File: src/rtl/busy_dispatch_pkg.sv
// Shared types for the busy-counter job dispatcher.
//
// The dispatcher FSM has three states:
//   ST_IDLE   - no job in flight; fires a start when a job is queued and the counter is idle
//   ST_RUN    - job handed to the counter; waits for its busy flag to be low
//   ST_REPORT - presents the finished job's tag until the consumer takes it
package busy_dispatch_pkg;

    localparam int STATE_W = 2;

    typedef enum logic [STATE_W-1:0] {
        ST_IDLE   = 2'd0,
        ST_RUN    = 2'd1,
        ST_REPORT = 2'd2
    } dispatch_state_e;

    // Width of an occupancy count that can hold 0..depth inclusive.
    function automatic int level_width(input int depth);
        return $clog2(depth) + 1;
    endfunction

endpackage

File: src/rtl/busy_job_dispatcher_fifo.sv
// job_tag_fifo: circular tag buffer with wrap-around pointers and an
// occupancy register.
//
// Ports:
//   CLK, nRST   clock, synchronous active-low reset (empties the buffer)
//   push_i      write din_i at the tail; ignored while full_o
//   pop_i       drop the head entry; ignored while empty_o
//   din_i       tag to write
//   dout_o      head entry (valid while !empty_o)
//   full_o      level_o == DEPTH
//   empty_o     level_o == 0
//   level_o     occupancy, 0..DEPTH
//
// No bypass: a tag pushed on an edge is visible at dout_o only after that edge.
module job_tag_fifo
    import busy_dispatch_pkg::*;
#(
    parameter int DEPTH = 4,
    parameter int TAG_W = 8,
    localparam int PTR_W = $clog2(DEPTH),
    localparam int LVL_W = level_width(DEPTH)
) (
    input  logic             CLK,
    input  logic             nRST,
    input  logic             push_i,
    input  logic             pop_i,
    input  logic [TAG_W-1:0] din_i,
    output logic [TAG_W-1:0] dout_o,
    output logic             full_o,
    output logic             empty_o,
    output logic [LVL_W-1:0] level_o
);

    logic [TAG_W-1:0] mem_q [DEPTH];
    logic [PTR_W-1:0] wr_ptr_q, wr_ptr_d;
    logic [PTR_W-1:0] rd_ptr_q, rd_ptr_d;
    logic [LVL_W-1:0] count_q, count_d;
    logic             do_push;
    logic             do_pop;

    assign full_o  = (count_q == LVL_W'(DEPTH));
    assign empty_o = (count_q == '0);
    assign level_o = count_q;
    assign dout_o  = mem_q[rd_ptr_q];

    assign do_push = push_i && !full_o;
    assign do_pop  = pop_i && !empty_o;

    // DEPTH is a power of two, so the pointers wrap by plain overflow.
    always_comb begin
        wr_ptr_d = wr_ptr_q;
        rd_ptr_d = rd_ptr_q;
        count_d  = count_q;
        if (do_push) begin
            wr_ptr_d = wr_ptr_q + PTR_W'(1);
        end
        if (do_pop) begin
            rd_ptr_d = rd_ptr_q + PTR_W'(1);
        end
        // Push and pop together leave the level unchanged.
        case ({do_push, do_pop})
            2'b10:   count_d = count_q + LVL_W'(1);
            2'b01:   count_d = count_q - LVL_W'(1);
            default: count_d = count_q;
        endcase
    end

    always_ff @(posedge CLK) begin
        if (!nRST) begin
            wr_ptr_q <= '0;
            rd_ptr_q <= '0;
            count_q  <= '0;
        end else begin
            wr_ptr_q <= wr_ptr_d;
            rd_ptr_q <= rd_ptr_d;
            count_q  <= count_d;
        end
    end

    // Storage needs no reset: entries are only read after being written.
    always_ff @(posedge CLK) begin
        if (do_push) begin
            mem_q[wr_ptr_q] <= din_i;
        end
    end

endmodule

File: src/rtl/busy_job_dispatcher.sv
// busy_job_dispatcher: queues tagged jobs, runs them one at a time on the
// busy counter, and reports each finished tag downstream.
//
// Handshake semantics (all ports): a transfer happens on a rising CLK edge
// where X__ENA=1 and X__RDY=1. The initiator may only raise __ENA when the
// matching __RDY is 1 (enq, start), or holds __ENA and its payload stable
// until __RDY is seen (done).
//
// Ports:
//   CLK, nRST     clock, synchronous active-low reset
//   enq__ENA/RDY  job push; RDY = FIFO not full;  enq_tag = job tag
//   start__ENA    start pulse to the counter (combinational, IDLE only)
//   start__RDY    counter idle
//   ctr_busy      counter running (registered inside the counter)
//   done__ENA/RDY completion handshake; done_tag = finished job's tag
//   q_level       FIFO occupancy 0..DEPTH
//   jobs_done     completions accepted, wraps modulo 2^CNT_W
//   dbg_state_o   current FSM state, for observation only
module busy_job_dispatcher
    import busy_dispatch_pkg::*;
#(
    parameter int DEPTH = 4,
    parameter int TAG_W = 8,
    parameter int CNT_W = 16,
    localparam int LVL_W = level_width(DEPTH)
) (
    input  logic             CLK,
    input  logic             nRST,
    input  logic             enq__ENA,
    output logic             enq__RDY,
    input  logic [TAG_W-1:0] enq_tag,
    output logic             start__ENA,
    input  logic             start__RDY,
    input  logic             ctr_busy,
    output logic             done__ENA,
    input  logic             done__RDY,
    output logic [TAG_W-1:0] done_tag,
    output logic [LVL_W-1:0] q_level,
    output logic [CNT_W-1:0] jobs_done,
    output dispatch_state_e  dbg_state_o
);

    dispatch_state_e  state_q, state_d;
    logic [TAG_W-1:0] cur_tag_q, cur_tag_d;
    logic [CNT_W-1:0] jobs_done_q, jobs_done_d;

    logic             fifo_pop;
    logic [TAG_W-1:0] fifo_dout;
    logic             fifo_full;
    logic             fifo_empty;

    job_tag_fifo #(
        .DEPTH (DEPTH),
        .TAG_W (TAG_W)
    ) u_fifo (
        .CLK     (CLK),
        .nRST    (nRST),
        .push_i  (enq__ENA),
        .pop_i   (fifo_pop),
        .din_i   (enq_tag),
        .dout_o  (fifo_dout),
        .full_o  (fifo_full),
        .empty_o (fifo_empty),
        .level_o (q_level)
    );

    assign enq__RDY    = !fifo_full;
    assign done_tag    = cur_tag_q;
    assign jobs_done   = jobs_done_q;
    assign dbg_state_o = state_q;

    always_comb begin
        state_d     = state_q;
        cur_tag_d   = cur_tag_q;
        jobs_done_d = jobs_done_q;
        start__ENA  = 1'b0;
        done__ENA   = 1'b0;
        fifo_pop    = 1'b0;
        case (state_q)
            ST_IDLE: begin
                // The start pulse and the FIFO pop are the same event.
                if (!fifo_empty && start__RDY) begin
                    start__ENA = 1'b1;
                    fifo_pop   = 1'b1;
                    cur_tag_d  = fifo_dout;
                    state_d    = ST_RUN;
                end
            end
            ST_RUN: begin
                // Busy is already valid in the first RUN cycle; a one-step
                // counter never raises it, so low here means finished.
                if (!ctr_busy) begin
                    state_d = ST_REPORT;
                end
            end
            ST_REPORT: begin
                done__ENA = 1'b1;
                if (done__RDY) begin
                    jobs_done_d = jobs_done_q + CNT_W'(1);
                    state_d     = ST_IDLE;
                end
            end
            default: begin
                state_d = ST_IDLE;
            end
        endcase
    end

    always_ff @(posedge CLK) begin
        if (!nRST) begin
            state_q     <= ST_IDLE;
            cur_tag_q   <= '0;
            jobs_done_q <= '0;
        end else begin
            state_q     <= state_d;
            cur_tag_q   <= cur_tag_d;
            jobs_done_q <= jobs_done_d;
        end
    end

`ifdef FORMAL
    always_ff @(posedge CLK) begin
        if (nRST) begin
            assert (q_level <= LVL_W'(DEPTH));
            assert (!start__ENA || (state_q == ST_IDLE && start__RDY));
            assert (!(enq__ENA && !enq__RDY));
            if ($past(nRST) && $past(done__ENA) && !$past(done__RDY)) begin
                assert (done__ENA && done_tag == $past(done_tag));
            end
        end
    end
`endif

endmodule
File: config.mk
export PLATFORM = sky130hd
export DESIGN_NAME = busy_job_dispatcher
export DESIGN_NICKNAME = d
export VERILOG_FILES = /design/src/rtl/busy_dispatch_pkg.sv /design/src/rtl/busy_job_dispatcher_fifo.sv /design/src/rtl/busy_job_dispatcher.sv
export SDC_FILE = /design/constraint.sdc
export NUM_CORES = 1
export LEC_CHECK = 0
export CORE_MARGIN = 4
export CORE_UTILIZATION = 30
export DETAILED_ROUTE_END_ITERATION = 10
export GPL_TIMING_DRIVEN = 0
export REMOVE_ABC_BUFFERS = 1
export SETUP_SLACK_MARGIN = 0.02
export SLEW_MARGIN = 20
export SYNTH_ARGS = -nofsm -noshare
export SYNTH_HDL_FRONTEND = slang
export SYNTH_SLANG_ARGS = --single-unit
File: constraint.sdc
create_clock -name CLK -period 6.4 [get_ports CLK]
set_input_delay 1.28 -clock CLK [delete_from_list [all_inputs] [get_ports CLK]]
set_output_delay 1.28 -clock CLK [all_outputs]
set_load 0.01 [all_outputs]
==> metrics.txt, run 1 <==
Initial Utilization=0.308; grt ovf=0; H-tree level count=3; sequential share of the synthesized area=0.603; Crit. End Element=output port; clock sink count=65; P_leak=about 0.0012 uW; part of the power in combinational logic=0.216; drt first pass iters=4; Die Y=just over 100 um; Cell variety after synth=37; Global Route Usage Sum=0.104; Post-Syn Area=about 2700 um^2; Num CTS Buffers=9; Final ANT Viol Nets=0; first-pass GRT wire length=between 8 and 9 mm; Fillers=820; Sw Share=0.253; CTS tree=built; Max-slew headroom=0.362; Clk pwr share=0.350; Critical Path Start Type=primary input; Internal Power=approximately 920 uW; core footprint=8720 um^2; endpoints failing setup=0; synth warn=0; gpl congestion=0.746; Residual DRC=0; switching pwr=around 310 uW; final hold violations=0; fin crit period=between 3 and 4 ns; Routed Wire Length=approximately 5.1 mm; initial antenna violation count=0; status=finished clean; post-CTS setup buffer count=0; max cap viols=0; IO Port Bufs=45; period utilization=0.588; Die X=103 um; RSZ-0062 raised after global routing=false; TNS Setup=0 ns; commonest non-fill, non-tap cell in the layout=clkdlybuf4s50_1; IR drop worst, VDD=roughly 0.17 mV; commonest non-fill, non-tap cells in the layout=clkdlybuf4s50_1, dfxtp_1, edfxtp_1, nor2_1, clkbuf_8; Flop pwr share=0.433; Mapped Cells=~210; P&R area growth vs syn=29.7%; die area=around 11000 um^2; dpl ws=between 2 and 3 ns; cts hold-fix bufs=0; async set or reset register ratio after synthesis=0; detailed-route via count=between 1500 and 2000; share of cells above drive strength 1=0.110; Root Driver=clkbuf_8; clk_lat worst skew=around 0.32 ns; drt wl/cell=approximately 14 um; Post-synth EDFFs=32; Inserted Diodes=0; Slew Viols, Final=0; CP required=5.12 ns; Layout Nets=roughly 280; IO Pins=46; flops & latches, synth=65; Fmax=around 0.27 GHz; fin worst setup slack=2.64 ns; vias per cell=between 4 and 5; Setup Crit Path Kind=in -> out; FP Rows=34; clock slew at reported path FFs=about 0.07 ns; dpl hpwl=3.46 mm; largest net degree at the start of global routing=33; Initial DRC Count=32; clk buf depth=2; Synth Area per Inst=between 10 and 15 um^2; HP Class=reg -> reg; top_reg_cell synth=dfxtp_1; Least-Margin Pin Slew=0.950 ns; vias in the first global route=1718; Critical Path Fanout Max=3; critical path arrival=2.48 ns; PwrDens=about 350 nW/um^2; Resized Gates After CTS=0; Clock Skew=0.00607 ns
==> worst max-delay path, cell delays in order <==
cell and delay (ns):
clkdlybuf4s50_1 0.48, and3b_1 0.18, clkdlybuf4s50_1 0.54
==> cell usage after synthesis, types with 3 or more instances <==
library cell,n,share of area
dfxtp_1,33,0.25
edfxtp_1,32,0.36
or4_1,4,0.011
mux4_2,8,0.067
inv_1,9,0.013
and3_1,4,0.0093
nand2_1,8,0.011
nand3_1,6,0.011
xor2_1,7,0.023
xnor2_1,7,0.023
a21oi_1,10,0.019
clkbuf_1,5,0.0070
or3_1,3,0.0070
o31ai_1,4,0.011
o21ai_0,3,0.0056
buf_2,4,0.0074
mux2i_1,9,0.034
nor2_1,27,0.038
nor3_1,3,0.0056
ha_1,6,0.028
==> sequential cells by signal, summed over array words and instances, names as in the netlist <==
signal / cells
dbg_state_o: 2
u_fifo.wr_ptr_q: 2
u_fifo.mem_q: 32
jobs_done: 16
done_tag: 8
u_fifo.rd_ptr_q: 2
u_fifo.level_o: 3
==> cells by family (layout without fill, tap and decap cells) <==
kind of cell / Yosys count / after routing / share of synthesized area
buffers and inverters: 19 / 70 / 0.0284
DFF: 65 / 65 / 0.603
muxes: 17 / 17 / 0.101
and+or+nand+nor: 72 / 72 / 0.149
adders and majority gates: 7 / 7 / 0.0354
AOI/OAI and AO/OA: 18 / 18 / 0.0382
xor gates and xnor gates: 14 / 14 / 0.0456
==> power by group through the flow <==
| stage | logic, uW | registers [uW] | clock network (uW) |
|---|---|---|---|
| finish | 267 | 534 | 432 |
| detailed placement | 272 | 546 | 0 |
| global route | 299 | 545 | 466 |
| floorplan | 161 | 545 | 0 |
| CTS | 273 | 537 | 442 |
| global placement | 266 | 545 | 0 |
==> per-stage QoR <==
stage               power [uW]   util  instances  hold WS [ns]  instance area, um^2
floorplan                  706      -        202         0.469                 2650
global placement           811  0.370        355         0.463                 3230
detailed placement         817  0.370        355         0.477                 3230
CTS                       1250  0.400        371         0.487                 3480
global route              1310  0.400        371         0.520                 3480
finish                    1230  0.400        371         0.483                 3480
==> area by class of cell <==
| class | instances | area [um^2] | share of cell area |
|---|---|---|---|
| multi-input combinational | 128 | 990 | 0.284 |
| sequential | 65 | 1620 | 0.465 |
| tap | 108 | 135 | 0.0388 |
| clock inverter | 4 | 98.8 | 0.0284 |
| inverter | 9 | 33.8 | 0.00969 |
| clock buffer | 12 | 155 | 0.0445 |
| timing repair buffer | 45 | 450 | 0.129 |
==> worst paths after layout <==
check / startpoint / to / slack, ns / cells past startpoint
max: start__RDY / start__ENA / 2.64 / 3
min: jobs_done[15]$_SDFFE_PN0P_ / jobs_done[15]$_SDFFE_PN0P_ / 0.48 / 2
max reg2reg: dbg_state_o[1]$_SDFFE_PN0P_ / u_fifo.level_o[2]$_SDFFE_PN0P_ / 3.72 / 8
min reg2reg: jobs_done[15]$_SDFFE_PN0P_ / jobs_done[15]$_SDFFE_PN0P_ / 0.48 / 2
==> per-layer routing <==
metal	up-vias	wire, um	track usage
li1	852	-	-
met1	842	2350	0.130
met2	27	2550	0.169
met3	2	184	0.0291
met4	0	10	0.0424
met5	-	0	0
Note: power is estimated with default switching activity, not from simulation.
==> run 2: changes to the inputs <==
Clock period 6.4 ns to 3.8 ns, I/O delays scaled along.
==> results of run 2 <==
The final DEF is identical to that of run 1. Status: finished clean.
Main changes from that run: setup slack after placement 2.52 ns -> 0.438 ns; setup slack after layout 2.64 ns -> 0.808 ns; end point of the critical path start__ENA -> u_fifo.level_o[2]$_SDFFE_PN0P_; register-to-register setup slack 3.72 ns -> 1.12 ns; total power 1230 uW -> 2080 uW; worst IR drop on VDD 0.169 mV -> 0.284 mV
